==> src/rtl/wbi_slave_port.sv <==
// Daisy-chain Wishbone target node: local slave cycles for address hits,
// pass-through for misses, round-robin merge of local and downstream responses.
module wbi_slave_port #(
   parameter int              AW       = 32,
   parameter int              DW       = 32,
   parameter int              BW       = 4,
   parameter int              BL       = 10,
   parameter logic [AW-1:0]   SLV_BASE = 32'h0000_0000,
   parameter logic [AW-1:0]   SLV_MASK = 32'hF000_0000
) (
   input  logic          mclk,
   input  logic          reset,
   input  logic          wbd_cmd_wval_i,
   output logic          wbd_cmd_wrdy_o,
   input  logic [AW-1:0] wbd_cmd_adr_i,
   input  logic          wbd_cmd_we_i,
   input  logic [DW-1:0] wbd_cmd_dat_i,
   input  logic [BW-1:0] wbd_cmd_sel_i,
   input  logic [3:0]    wbd_cmd_tid_i,
   input  logic [BL-1:0] wbd_cmd_bl_i,
   output logic          wbd_res_rval_o,
   input  logic          wbd_res_rrdy_i,
   output logic [DW-1:0] wbd_res_dat_o,
   output logic          wbd_res_ack_o,
   output logic          wbd_res_lack_o,
   output logic          wbd_res_err_o,
   output logic [3:0]    wbd_res_tid_o,
   output logic          wbn_cmd_wval_o,
   input  logic          wbn_cmd_wrdy_i,
   output logic [AW-1:0] wbn_cmd_adr_o,
   output logic          wbn_cmd_we_o,
   output logic [DW-1:0] wbn_cmd_dat_o,
   output logic [BW-1:0] wbn_cmd_sel_o,
   output logic [3:0]    wbn_cmd_tid_o,
   output logic [BL-1:0] wbn_cmd_bl_o,
   input  logic          wbn_res_rval_i,
   output logic          wbn_res_rrdy_o,
   input  logic [DW-1:0] wbn_res_dat_i,
   input  logic          wbn_res_ack_i,
   input  logic          wbn_res_lack_i,
   input  logic          wbn_res_err_i,
   input  logic [3:0]    wbn_res_tid_i,
   output logic          wbs_cyc_o,
   output logic          wbs_stb_o,
   output logic          wbs_we_o,
   output logic [AW-1:0] wbs_adr_o,
   output logic [DW-1:0] wbs_dat_o,
   output logic [BW-1:0] wbs_sel_o,
   output logic [BL-1:0] wbs_bl_o,
   output logic          wbs_bry_o,
   input  logic [DW-1:0] wbs_dat_i,
   input  logic          wbs_ack_i,
   input  logic          wbs_lack_i,
   input  logic          wbs_err_i
);

   typedef enum logic {IDLE, XFER} state_t;

   typedef struct packed {
      logic [DW-1:0] dat;
      logic          err;
      logic          lack;
      logic [3:0]    tid;
   } rsp_t;

   state_t        state;
   logic [3:0]    tid_q;
   logic [BL-1:0] beats_q;
   logic [BL-1:0] cnt_q;

   logic hit;
   logic idle;
   logic accept;
   logic push;
   logic pop;
   logic final_beat;

   rsp_t       mem [2];
   rsp_t       head;
   logic       wp;
   logic       rp;
   logic [1:0] fcnt;
   logic       full;
   logic       loc_v;

   logic ptr_q;
   logic lock_q;
   logic lock_dn_q;
   logic grant_dn;
   logic xfer_up;

   assign hit    = (wbd_cmd_adr_i & SLV_MASK) == SLV_BASE;
   assign idle   = (state == IDLE);
   assign accept = ~reset & wbd_cmd_wval_i & hit & idle;

   assign wbd_cmd_wrdy_o = ~reset & (hit ? idle : wbn_cmd_wrdy_i);
   assign wbn_cmd_wval_o = ~reset & wbd_cmd_wval_i & ~hit;
   assign wbn_cmd_adr_o  = wbd_cmd_adr_i;
   assign wbn_cmd_we_o   = wbd_cmd_we_i;
   assign wbn_cmd_dat_o  = wbd_cmd_dat_i;
   assign wbn_cmd_sel_o  = wbd_cmd_sel_i;
   assign wbn_cmd_tid_o  = wbd_cmd_tid_i;
   assign wbn_cmd_bl_o   = wbd_cmd_bl_i;

   assign push       = (state == XFER) & (wbs_ack_i | wbs_err_i);
   assign final_beat = (cnt_q == beats_q - BL'(1)) | wbs_lack_i;

   always_ff @(posedge mclk) begin
      if (reset) begin
         state     <= IDLE;
         wbs_cyc_o <= 1'b0;
         wbs_stb_o <= 1'b0;
         wbs_we_o  <= 1'b0;
         wbs_adr_o <= '0;
         wbs_dat_o <= '0;
         wbs_sel_o <= '0;
         wbs_bl_o  <= '0;
         tid_q     <= '0;
         beats_q   <= '0;
         cnt_q     <= '0;
      end else begin
         unique case (state)
            IDLE: begin
               if (accept) begin
                  state     <= XFER;
                  wbs_cyc_o <= 1'b1;
                  wbs_stb_o <= 1'b1;
                  wbs_we_o  <= wbd_cmd_we_i;
                  wbs_adr_o <= wbd_cmd_adr_i;
                  wbs_dat_o <= wbd_cmd_dat_i;
                  wbs_sel_o <= wbd_cmd_sel_i;
                  wbs_bl_o  <= wbd_cmd_bl_i;
                  tid_q     <= wbd_cmd_tid_i;
                  cnt_q     <= '0;
                  // writes are always single beat; bl==0 reads mean one beat
                  beats_q   <= (wbd_cmd_we_i || wbd_cmd_bl_i == '0)
                               ? BL'(1) : wbd_cmd_bl_i;
               end
            end
            XFER: begin
               if (push) begin
                  cnt_q <= cnt_q + BL'(1);
                  if (final_beat | wbs_err_i) begin
                     state     <= IDLE;
                     wbs_cyc_o <= 1'b0;
                     wbs_stb_o <= 1'b0;
                  end
               end
            end
         endcase
      end
   end

   assign full      = (fcnt == 2'd2);
   assign loc_v     = (fcnt != 2'd0);
   assign head      = mem[rp];
   assign wbs_bry_o = ~reset & ~full;

   always_ff @(posedge mclk) begin
      if (reset) begin
         wp     <= 1'b0;
         rp     <= 1'b0;
         fcnt   <= '0;
         mem[0] <= '0;
         mem[1] <= '0;
      end else begin
         if (push) begin
            mem[wp].dat  <= wbs_we_o ? '0 : wbs_dat_i;
            mem[wp].err  <= wbs_err_i;
            mem[wp].lack <= final_beat | wbs_err_i;
            mem[wp].tid  <= tid_q;
            wp           <= ~wp;
         end
         if (pop)
            rp <= ~rp;
         fcnt <= fcnt + {1'b0, push} - {1'b0, pop};
      end
   end

   always_comb begin
      grant_dn = 1'b0;
      if (lock_q)
         grant_dn = lock_dn_q;
      else if (ptr_q)
         grant_dn = wbn_res_rval_i | ~loc_v;
      else
         grant_dn = wbn_res_rval_i & ~loc_v;
   end

   assign wbd_res_rval_o = ~reset & (grant_dn ? wbn_res_rval_i : loc_v);
   assign wbd_res_dat_o  = grant_dn ? wbn_res_dat_i  : head.dat;
   assign wbd_res_ack_o  = grant_dn ? wbn_res_ack_i  : (loc_v & ~head.err);
   assign wbd_res_lack_o = grant_dn ? wbn_res_lack_i : head.lack;
   assign wbd_res_err_o  = grant_dn ? wbn_res_err_i  : head.err;
   assign wbd_res_tid_o  = grant_dn ? wbn_res_tid_i  : head.tid;
   assign wbn_res_rrdy_o = ~reset & grant_dn & wbd_res_rrdy_i;

   assign xfer_up = wbd_res_rval_o & wbd_res_rrdy_i;
   assign pop     = xfer_up & ~grant_dn;

   always_ff @(posedge mclk) begin
      if (reset) begin
         ptr_q     <= 1'b0;
         lock_q    <= 1'b0;
         lock_dn_q <= 1'b0;
      end else begin
         // a stalled beat keeps its grant so its fields cannot change
         lock_q    <= wbd_res_rval_o & ~wbd_res_rrdy_i;
         lock_dn_q <= grant_dn;
         if (xfer_up)
            ptr_q <= ~grant_dn;
      end
   end

   always_ff @(posedge mclk) begin
      if (!reset && push)
         assert (!full || pop);
   end

endmodule
==> config.mk <==
export PLATFORM = sky130hd
export DESIGN_NAME = wbi_slave_port
export DESIGN_NICKNAME = d
export VERILOG_FILES = /design/src/rtl/wbi_slave_port.sv
export SDC_FILE = /design/constraint.sdc
export NUM_CORES = 1
export LEC_CHECK = 0
export CAP_MARGIN = 0
export CORE_MARGIN = 3
export CORE_UTILIZATION = 46
export CTS_CLUSTER_DIAMETER = 60
export DETAILED_ROUTE_END_ITERATION = 6
export GPL_TIMING_DRIVEN = 0
export PLACE_DENSITY = 0.86
export SLEW_MARGIN = 25
export SYNTH_ARGS = -nofsm -noshare
export SYNTH_HDL_FRONTEND = slang
export SYNTH_SLANG_ARGS = --single-unit
==> constraint.sdc <==
create_clock -name mclk -period 7.12 [get_ports mclk]
set_input_delay 1.424 -clock mclk [delete_from_list [all_inputs] [get_ports mclk]]
set_output_delay 1.424 -clock mclk [all_outputs]
set_load 0.02 [all_outputs]
Word-level counts from Yosys, hierarchy flattened:

Memory sizes are Yosys's and may differ from the RTL's. A register that Yosys moved wholly into a read port is not among the register bits.
Cells that the tools add are included.

* input port bits: 163
* memories kept: 1
* register bits after elaboration: 112
* output and inout bits: 208
* RAM bits: 76

* mux-type cells: 32
* eq/ne operators: 5
* reduce and logical (&&, ||, !) cells: 8
* add/subtract/negate cells: 4
* bitwise operators: 29

Memories
* mem: words 2, bits a word 38, read ports 1, clocked after Yosys merged registers in 1, write ports 2, RTL line 78 `rsp_t mem [2];`

Operator list (count)
* $mux 32: 2
* $mux 38: 1
* $reduce_or 38->1: 1
* $logic_not 32->1: 1
* $mux 10: 3
* $mux 1: 22
* $pmux 10 s2: 1
* $and 1x1->1: 15
* $add 10x1->10 const B: 1
* $eq 10x10->1: 1
* $logic_not 10->1: 1
* $not 1->1: 10
* $sub 10x1->10 const B: 1
* $ne 2x1->1 const B: 3
* $mux 4: 1
* $or 1x1->1: 4
* $pmux 1 s2: 2
* $reduce_and 2->1: 2
* $reduce_and 3->1: 1
* $add 2x1->2: 1
* $eq 2x2->1 const B: 1
* $reduce_bool 2->1: 1
* $sub 2x1->2: 1
* $logic_or 1x1->1: 1

Logic depth before layout (Yosys ltp):

Gate-level depths: netlist of the first run.

* word-level depth: 11
* depth in mapped cells: 11
* gate-level depth less buffers: 11

Least setup slack after synthesis of the first run:

No wires, ideal clock.

* kind: input port to output port
* from: input wbn_res_rval_i
* to: output wbd_res_dat_o[15]
* setup slack: 3052 ps
* arrival time: 2644 ps
* cell stages on the path: 6
* path through: o21ai_0 o21ai_1 clkbuf_1 buf_1 nand2_1 o21ai_0

* cells in the longest elaborated chain, start to end: 4
* elaborated cells between the ends (all ways): 5
* classes of those cells: 3 x mux; 2 x bitwise

Ends and longest elaborated chain
* start: declaration: RTL line 36 `input logic wbn_res_rval_i,`
* $and 1x1->1 / $or 1x1->1 (equally long branches): RTL line 187, 185
* $mux 1 (*): RTL line 184 `else if (ptr_q)`
* $mux 1 (*): RTL line 182 `if (lock_q)`
* $mux 32 (*): RTL line 191 `assign wbd_res_dat_o = grant_dn ? wbn_res_dat_i : head.dat;`
* end: declaration: RTL line 23 `output logic [DW-1:0] wbd_res_dat_o,`

Every way passes the cells marked *; elsewhere a longest branch is shown, timed or not.

Final worst setup path of the first run:

* from: input wbn_res_rval_i
* to: output wbd_res_dat_o[22]

Same word-level chain as after synthesis.

==> results of run 1 <==
-- stage by stage --
step                      hold WS (ps)  instances  util, %  setup slack, ps  area, µm²
after floorplan                  440.3        961        -             3052       8687
after global placement           441.2       1559    69.33             1335      12670
after detailed placement         443.5       1561    69.67             1296      12730
after CTS                        454.0       1593    72.89             1278      13320
after global routing             473.0       1593    72.89             1090      13320
final                            452.4       1593    72.89             1310      13320
-- cell families (layout without fill, tap and decap cells) --
| family | after synthesis | after routing |
|---|---|---|
| flip-flops | 189 | 189 |
| XOR/XNOR | 22 | 22 |
| multiplexers | 40 | 40 |
| buffers and inverters | 153 | 556 |
| AND/OR/NAND/NOR | 392 | 392 |
| adder cells (fa/ha/maj) | 4 | 4 |
| AO/OA/AOI/OAI | 161 | 161 |
-- sequential cells by signal, indices dropped and copies added (netlist names), named ones only --
| signal | cells |
|---|---|
| lock_q | 1 |
| mem | 76 |
| lock_dn_q | 1 |
| wp | 1 |
| wbs_sel_o | 4 |
| ptr_q | 1 |
| state | 1 |
| wbs_dat_o | 32 |
| wbs_bl_o | 10 |
| fcnt | 2 |
| cnt_q | 10 |
| rp | 1 |
| wbs_we_o | 1 |
| wbs_stb_o | 1 |
| tid_q | 4 |
| beats_q | 10 |
| wbs_adr_o | 32 |
-- per-layer routing --
| metal | wire length [µm] | track usage, % | part of all wire (%) |
|---|---|---|---|
| met3 | 1826 | 6.190 | 6.7 |
| met4 | 902 | 9.415 | 3.3 |
| met5 | 0 | 0 | 0 |
| met1 | 10340 | 29.36 | 38 |
| met2 | 14280 | 47.16 | 52 |
-- final timing paths --
path                   from                end  slack, ps  depth (start not counted)
max          wbn_res_rval_i  wbd_res_dat_o[22]       1310                          8
min            wbs_sel_o[0]       wbs_sel_o[0]        450                          2
max reg2reg         fcnt[1]            fcnt[1]       4460                         11
min reg2reg    wbs_sel_o[0]       wbs_sel_o[0]        450                          2
-- layout make-up --
| cell class | count | area (µm²) | area share (%) |
|---|---|---|---|
| multi-input combinational | 619 | 3249 | 24.40 |
| clock inverter | 13 | 125.1 | 0.9395 |
| sequential | 189 | 4544 | 34.12 |
| clock buffer | 19 | 464.2 | 3.486 |
| inverter | 11 | 41.29 | 0.3100 |
| tap | 229 | 286.5 | 2.151 |
| timing repair buffer | 371 | 3741 | 28.09 |
| buffer | 142 | 865.8 | 6.501 |
-- power groups by stage --
stage / combinational (µW) / sequential (µW) / clock (µW)
6_report: 426 / 1150 / 945
5_1_grt: 452 / 1160 / 1000
4_1_cts: 428 / 1150 / 958
3_5_place_dp: 426 / 1180 / 0
3_3_place_gp: 418 / 1180 / 0
2_1_floorplan: 177 / 1180 / 0
-- cells in the mapped netlist, drive strengths merged, types with 2 or more instances --
cell / number / area share (%)
and3b: 2 / 0.20
nand3b: 3 / 0.40
a22oi: 2 / 0.17
nor4: 3 / 0.22
inv: 11 / 0.48
nand2b: 36 / 2.6
a22o: 4 / 0.40
mux2: 2 / 0.26
and2: 10 / 0.72
clkbuf: 45 / 1.9
nor2b: 2 / 0.14
a21oi: 94 / 5.4
edfxtp: 76 / 26
nand2: 209 / 9.0
dfxtp: 113 / 26
nor2: 101 / 4.5
o21ai: 46 / 2.7
or3: 4 / 0.29
mux2i: 38 / 4.4
and3: 5 / 0.36
o31a: 2 / 0.20
a311oi: 3 / 0.30
xnor2: 10 / 1.0
buf: 97 / 8.0
ha: 4 / 0.58
nand3: 5 / 0.29
xor2: 12 / 1.2
nor3: 5 / 0.29
-- critical path: cells and delay by family --
family | cells | cell delay, ps
buffers and inverters | 4 | 2020
AO/OA/AOI/OAI | 3 | 840
AND/OR/NAND/NOR | 1 | 100
==> report_table.html, run 1 <==
<table>
<tr><th>Metric</th><th>Value</th></tr>
<tr><th colspan="2">Outcome</th></tr>
<tr><td>Result of the run</td><td>completed</td></tr>
<tr><th colspan="2">Timing</th></tr>
<tr><td>Max Fclk</td><td>0.1721 GHz</td></tr>
<tr><td>Total count of hold-check failures in the final report</td><td>0</td></tr>
<tr><td>Number of max-slew violations in the final report</td><td>0</td></tr>
<tr><td>Worst Tran Pin Value</td><td>~790 ps</td></tr>
<tr><td>Fin crit period</td><td>5810 ps</td></tr>
<tr><td>Setup repair after global routing missed its margin</td><td>false</td></tr>
<tr><td>Period utilization</td><td>81.61%</td></tr>
<tr><td>Worst clock skew on the final layout</td><td>between 7 and 8 ps</td></tr>
<tr><td>Final TNS setup</td><td>0 ps</td></tr>
<tr><td>Worst relative slew slack</td><td>46.94%</td></tr>
<tr><td>Setup violation total in the final timing report</td><td>0</td></tr>
<tr><th colspan="2">Worst setup path</th></tr>
<tr><td>Kind of start point of the critical path</td><td>input pin</td></tr>
<tr><td>Critical path data arrival time</td><td>4390 ps</td></tr>
<tr><td>Critical-path cell list</td><td>clkdlybuf4s50_1 &gt; o21ai_0 &gt; o21ai_1 &gt; clkbuf_1 &gt; buf_1 &gt; nand2_1 &gt; o21ai_0 &gt; clkdlybuf4s50_1</td></tr>
<tr><td>Delay of the slowest critical-path stage</td><td>680 ps</td></tr>
<tr><td>Critical-path cell with the highest stage delay</td><td>sky130_fd_sc_hd__clkdlybuf4s50_1</td></tr>
<tr><td>Required @ worst endpoint</td><td>5700 ps</td></tr>
<tr><td>Largest fanout of any net on the critical path</td><td>10</td></tr>
<tr><td>Category of the most critical setup path</td><td>in -&gt; out</td></tr>
<tr><td>Crit end category</td><td>primary output</td></tr>
<tr><th colspan="2">Clock network</th></tr>
<tr><td>TritonCTS buffer count</td><td>17</td></tr>
<tr><td>CTS sink count</td><td>189</td></tr>
<tr><td>Post-cts repair resize count</td><td>0</td></tr>
<tr><td>Clock Tree Buf Depth</td><td>2</td></tr>
<tr><td>Clock transition at path regs</td><td>roughly 70 ps</td></tr>
<tr><td>Hold buffer count at cts</td><td>0</td></tr>
<tr><td>CTS tree</td><td>done</td></tr>
<tr><td>Clk root buf</td><td>sky130_fd_sc_hd__clkbuf_16</td></tr>
<tr><td>Total setup buffers inserted after CTS</td><td>0</td></tr>
<tr><td>Worst skew pair latency</td><td>430 ps</td></tr>
<tr><td>CTS H-Tree Depth</td><td>4</td></tr>
<tr><th colspan="2">Drt</th></tr>
<tr><td>Vias</td><td>8016</td></tr>
<tr><td>Number of iterations in the first detailed-routing pass</td><td>5</td></tr>
<tr><td>Antenna viol nets, final</td><td>0</td></tr>
<tr><td>Iter 0 DRT Violations</td><td>slightly below 400</td></tr>
<tr><td>DR WL/cell</td><td>roughly 17 µm</td></tr>
<tr><td>Vias per std cell</td><td>~5.0</td></tr>
<tr><td>Sum of routed wire length over all layers</td><td>27350 µm</td></tr>
<tr><td>Drc violations</td><td>0</td></tr>
<tr><th colspan="2">Final layout</th></tr>
<tr><td>Fraction of layout cells with a size suffix above 1</td><td>roughly a tenth</td></tr>
<tr><td>Area delta synth-&gt;final</td><td>53.31%</td></tr>
<tr><td>Final antenna diode count</td><td>0</td></tr>
<tr><td>Fill count</td><td>1348</td></tr>
<tr><td>Commonest cells after routing, fill and taps aside</td><td>sky130_fd_sc_hd__clkdlybuf4s50_1, sky130_fd_sc_hd__nand2_1, sky130_fd_sc_hd__dfxtp_1</td></tr>
<tr><td>Net count of the finished layout</td><td>1518</td></tr>
<tr><td>Commonest non-fill, non-tap cell in the layout</td><td>sky130_fd_sc_hd__clkdlybuf4s50_1</td></tr>
<tr><th colspan="2">Power and ir drop</th></tr>
<tr><td>Share of power burned in registers</td><td>45.7%</td></tr>
<tr><td>Power per unit of standard cell area</td><td>189.6 nW/µm²</td></tr>
<tr><td>IR drop worst, VDD</td><td>approximately 0.16 mV</td></tr>
<tr><td>Total Power Consumption</td><td>2525 µW</td></tr>
<tr><td>Leakage power of the design</td><td>0.004961 µW</td></tr>
<tr><td>Switching Power</td><td>621.4 µW</td></tr>
<tr><td>Switching Fraction</td><td>around 25%</td></tr>
<tr><td>Clock share of power</td><td>37.4%</td></tr>
<tr><td>Combinational group share of total power</td><td>16.9%</td></tr>
<tr><td>Internal</td><td>1903 µW</td></tr>
<tr><th colspan="2">GRT</th></tr>
<tr><td>Grt total ovfl</td><td>0</td></tr>
<tr><td>Number of global-route vias before repair</td><td>7936</td></tr>
<tr><td>Total track usage</td><td>between 20% and 30%</td></tr>
<tr><td>Pin count of the biggest net entering global routing</td><td>25</td></tr>
<tr><td>Wire length of the first global-routing pass</td><td>41430 µm</td></tr>
<tr><td>Initial antenna violation count</td><td>0</td></tr>
<tr><th colspan="2">Synthesis</th></tr>
<tr><td>Asr flop ratio synth</td><td>0%</td></tr>
<tr><td>Syn avg cell area</td><td>9.040 µm²</td></tr>
<tr><td>Share of synthesized cell area in full adder, half adder and majority cells</td><td>0.5761%</td></tr>
<tr><td>Number of unique standard cell types used by synthesis</td><td>51</td></tr>
<tr><td>Dominant combinational cell family by area after synthesis</td><td>simple AND/OR/NAND/NOR gates</td></tr>
<tr><td>Sequential share of the synthesized area</td><td>52.31%</td></tr>
<tr><td>Number of warning messages in the yosys log</td><td>0</td></tr>
<tr><td>Dominant register cell in the synthesized netlist</td><td>sky130_fd_sc_hd__dfxtp_1</td></tr>
<tr><td>Gate Count Post-Synth</td><td>961</td></tr>
<tr><td>Post-synthesis share of cell area spent on xor and xnor gates</td><td>around 2.2%</td></tr>
<tr><td>Count of flip-flops with a built-in enable after synthesis</td><td>between 70 and 80</td></tr>
<tr><td>Synthesized cell area</td><td>8687 µm²</td></tr>
<tr><td>#FFs+latches synth</td><td>about 190</td></tr>
<tr><td>Simple-gate share of the synthesized area</td><td>between 10% and 20%</td></tr>
<tr><td>Post-synthesis compound-gate area fraction</td><td>approximately a tenth</td></tr>
<tr><td>Portion of netlist area occupied by mux cells</td><td>4.638%</td></tr>
<tr><td>Number of nets produced by synthesis</td><td>1128</td></tr>
<tr><th colspan="2">Floorplanning</th></tr>
<tr><td>Total I/O pin count</td><td>371</td></tr>
<tr><td>Core outline area</td><td>18270 µm²</td></tr>
<tr><td>DIE WIDTH</td><td>143.4 µm</td></tr>
<tr><td>Chip Height</td><td>143.4 µm</td></tr>
<tr><td>Area of the die</td><td>a little over 20000 µm²</td></tr>
<tr><td>Standard-cell row count</td><td>49</td></tr>
<tr><td>Initial core utilization</td><td>47.55%</td></tr>
<tr><th colspan="2">Placed design</th></tr>
<tr><td>Count of buffers inserted at the top-level ports</td><td>369</td></tr>
<tr><td>Gp weighted congestion</td><td>0.8679</td></tr>
<tr><td>Total half-perimeter wirelength after legalization and detailed placement</td><td>21470 µm</td></tr>
<tr><th colspan="2">Worst hold path</th></tr>
<tr><td>Worst hold path class</td><td>reg -&gt; reg</td></tr>
<tr><th colspan="2">Flow run</th></tr>
<tr><td>Max-cap violations</td><td>0</td></tr>
</table>
Power figures use the tool's default switching activity.
==> run 2: changes to the inputs <==
- CORE_UTILIZATION: 46 -> 39
- PLACE_DENSITY: 0.86 -> 0.78
- clock period: 7.12 -> 5.3 ns (I/O delays scaled with it)
==> run 2 against run 1 <==
Effect of this change: register-to-register slack lost 1800 ps; sequential share of layout area decreased by 0.096 points; global-route usage down 3.8 points; highest routed layer is now met5.
==> report_table.html, run 2 (synthesis gave the netlist of run 1 again) <==
<table>
<tr><th>Metric</th><th>Value</th></tr>
<tr><th colspan="2">Outcome</th></tr>
<tr><td>Result of the run</td><td>completed</td></tr>
<tr><th colspan="2">Timing</th></tr>
<tr><td>Worst Tran Pin Value</td><td>847.9 ps</td></tr>
<tr><td>Period utilization</td><td>a little over nine tenths</td></tr>
<tr><td>Total count of hold-check failures in the final report</td><td>0</td></tr>
<tr><td>Setup violation total in the final timing report</td><td>0</td></tr>
<tr><td>Fin crit period</td><td>5015 ps</td></tr>
<tr><td>Setup repair after global routing missed its margin</td><td>false</td></tr>
<tr><td>Number of max-slew violations in the final report</td><td>0</td></tr>
<tr><td>Worst relative slew slack</td><td>43.10%</td></tr>
<tr><td>Worst clock skew on the final layout</td><td>10.36 ps</td></tr>
<tr><td>Max Fclk</td><td>0.1994 GHz</td></tr>
<tr><td>Final TNS setup</td><td>0 ps</td></tr>
<tr><th colspan="2">Drt</th></tr>
<tr><td>Met2 WL post-DR</td><td>14370 µm</td></tr>
<tr><td>Antenna viol nets, final</td><td>0</td></tr>
<tr><td>Post-route met1 wirelength</td><td>10470 µm</td></tr>
<tr><td>Routed met3 length</td><td>1750 µm</td></tr>
<tr><td>DR WL/cell</td><td>16.70 µm</td></tr>
<tr><td>Vias per std cell</td><td>between 4 and 5</td></tr>
<tr><td>Drc violations</td><td>0</td></tr>
<tr><td>Number of iterations in the first detailed-routing pass</td><td>5</td></tr>
<tr><td>Vias</td><td>7942</td></tr>
<tr><td>Top layer reached by signal wires</td><td>met5</td></tr>
<tr><td>Iter 0 DRT Violations</td><td>roughly 330</td></tr>
<tr><td>Sum of routed wire length over all layers</td><td>27370 µm</td></tr>
<tr><th colspan="2">Final layout</th></tr>
<tr><td>Area delta synth-&gt;final</td><td>53.74%</td></tr>
<tr><td>Commonest cells after routing, fill and taps aside</td><td>sky130_fd_sc_hd__clkdlybuf4s50_1, sky130_fd_sc_hd__nand2_1, sky130_fd_sc_hd__dfxtp_1</td></tr>
<tr><td>Flip-flop count of the largest register after layout</td><td>76</td></tr>
<tr><td>Commonest non-fill, non-tap cell in the layout</td><td>sky130_fd_sc_hd__clkdlybuf4s50_1</td></tr>
<tr><td>Area of the multi-input gates</td><td>3249 µm²</td></tr>
<tr><td>Net count of the finished layout</td><td>1518</td></tr>
<tr><td>Fraction of layout cells with a size suffix above 1</td><td>9.897%</td></tr>
<tr><td>Register name with the most flops</td><td>mem</td></tr>
<tr><td>Fill count</td><td>1813</td></tr>
<tr><td>Non-filler cells in the finished layout</td><td>1639</td></tr>
<tr><td>Final antenna diode count</td><td>0</td></tr>
<tr><td>Area occupied by registers</td><td>4544 µm²</td></tr>
<tr><td>Largest registers</td><td>mem: 76 flops, wbs_adr_o: 32 flops, wbs_dat_o: 32 flops</td></tr>
<tr><th colspan="2">Clock network</th></tr>
<tr><td>Hold buffer count at cts</td><td>0</td></tr>
<tr><td>TritonCTS buffer count</td><td>17</td></tr>
<tr><td>Clock Tree Buf Depth</td><td>2</td></tr>
<tr><td>Total setup buffers inserted after CTS</td><td>0</td></tr>
<tr><td>CTS tree</td><td>done</td></tr>
<tr><td>CTS H-Tree Depth</td><td>4</td></tr>
<tr><td>Worst skew pair latency</td><td>430 ps</td></tr>
<tr><td>Clk root buf</td><td>sky130_fd_sc_hd__clkbuf_16</td></tr>
<tr><td>CTS sink count</td><td>189</td></tr>
<tr><td>Post-cts repair resize count</td><td>0</td></tr>
<tr><td>Clock transition at path regs</td><td>around 70 ps</td></tr>
<tr><th colspan="2">Floorplanning</th></tr>
<tr><td>Initial core utilization</td><td>40.56%</td></tr>
<tr><td>Area of the die</td><td>24100 µm²</td></tr>
<tr><td>Standard-cell row count</td><td>53</td></tr>
<tr><td>DIE WIDTH</td><td>around 160 µm</td></tr>
<tr><td>Total I/O pin count</td><td>371</td></tr>
<tr><td>Core outline area</td><td>21420 µm²</td></tr>
<tr><td>Chip Height</td><td>155.2 µm</td></tr>
<tr><th colspan="2">Worst setup path</th></tr>
<tr><td>Critical-path cell list</td><td>clkdlybuf4s50_1 &gt; o21ai_0 &gt; o21ai_1 &gt; clkbuf_1 &gt; clkbuf_1 &gt; nand2_1 &gt; o21ai_0 &gt; clkdlybuf4s50_1</td></tr>
<tr><td>Crit end category</td><td>primary output</td></tr>
<tr><td>Critical path data arrival time</td><td>3960 ps</td></tr>
<tr><td>Critical-path cell with the highest stage delay</td><td>sky130_fd_sc_hd__clkdlybuf4s50_1</td></tr>
<tr><td>Delay of the slowest critical-path stage</td><td>660 ps</td></tr>
<tr><td>Category of the most critical setup path</td><td>in -&gt; out</td></tr>
<tr><td>Kind of start point of the critical path</td><td>input pin</td></tr>
<tr><td>Largest fanout of any net on the critical path</td><td>10</td></tr>
<tr><td>Required @ worst endpoint</td><td>4240 ps</td></tr>
<tr><th colspan="2">Placed design</th></tr>
<tr><td>Total half-perimeter wirelength after legalization and detailed placement</td><td>21590 µm</td></tr>
<tr><td>Number of cells after detailed placement</td><td>1607</td></tr>
<tr><td>Gp weighted congestion</td><td>~0.89</td></tr>
<tr><td>Count of buffers inserted at the top-level ports</td><td>approximately 370</td></tr>
<tr><th colspan="2">GRT</th></tr>
<tr><td>Initial antenna violation count</td><td>1</td></tr>
<tr><td>Wire length of the first global-routing pass</td><td>about 42000 µm</td></tr>
<tr><td>Total track usage</td><td>between 20 and 25%</td></tr>
<tr><td>Grt total ovfl</td><td>0</td></tr>
<tr><td>Pin count of the biggest net entering global routing</td><td>25</td></tr>
<tr><td>Number of global-route vias before repair</td><td>about 8000</td></tr>
<tr><th colspan="2">Flow run</th></tr>
<tr><td>Max-cap violations</td><td>0</td></tr>
<tr><th colspan="2">Power and ir drop</th></tr>
<tr><td>IR drop worst, VDD</td><td>roughly 0.20 mV</td></tr>
<tr><td>Leakage power of the design</td><td>between 0.004 and 0.005 µW</td></tr>
<tr><td>Power per unit of standard cell area</td><td>250.8 nW/µm²</td></tr>
<tr><th colspan="2">Worst hold path</th></tr>
<tr><td>Worst hold path class</td><td>reg -&gt; reg</td></tr>
</table>
run 2: final cells by class:
cell class,count,area share [%]
clock buffer,17,3.185
inverter,11,0.3092
buffer,142,6.483
multi-input combinational,619,24.33
clock inverter,15,1.021
timing repair buffer,371,28.07
sequential,189,34.03
tap,275,2.576
run 2: critical path, delay by kind of cell:
| family | cells | cell delay (ps) |
|---|---|---|
| AO/OA/AOI/OAI | 3 | 770 |
| buffers and inverters | 4 | 2030 |
| AND/OR/NAND/NOR | 1 | 90 |
run 2: worst paths after layout:
check	depth (start not counted)	from	to	slack [ps]
max	8	wbn_res_rval_i	wbd_res_dat_o[11]	280
min	2	wbs_dat_o[15]	wbs_dat_o[15]	450
max reg2reg	11	fcnt[1]	fcnt[1]	2660
min reg2reg	2	wbs_dat_o[15]	wbs_dat_o[15]	450
run 2: metrics by stage:
| stage | hold slack [ps] | setup WS [ps] | power [µW] | area, µm² | utilization, % |
|---|---|---|---|---|---|
| 3_5_place_dp | 445.3 | 213.8 | 2157 | 12790 | 59.73 |
| 6_report | 453.2 | 284.5 | 3350 | 13360 | 62.35 |
| 2_1_floorplan | 440.3 | 1759 | 1828 | 8687 | - |
| 3_3_place_gp | 441.8 | 88.13 | 2147 | 12720 | 59.41 |
| 5_1_grt | 471.0 | 89.11 | 3476 | 13360 | 62.35 |
| 4_1_cts | 456.1 | 208.1 | 3379 | 13360 | 62.35 |
run 2: power breakdown:
part,internal [µW],leakage [µW],total [µW],switching (µW)
logic,304,0.00297,572,268
clock network,643,0.000289,1230,585
registers,1540,0.00170,1550,11.1
run 2: per-layer routing:
metal,track usage (%),vias to the layer above
li1,-,3912
met1,24.87,3687
met2,40.51,295
met3,5.452,46
met4,7.795,2
met5,0,-
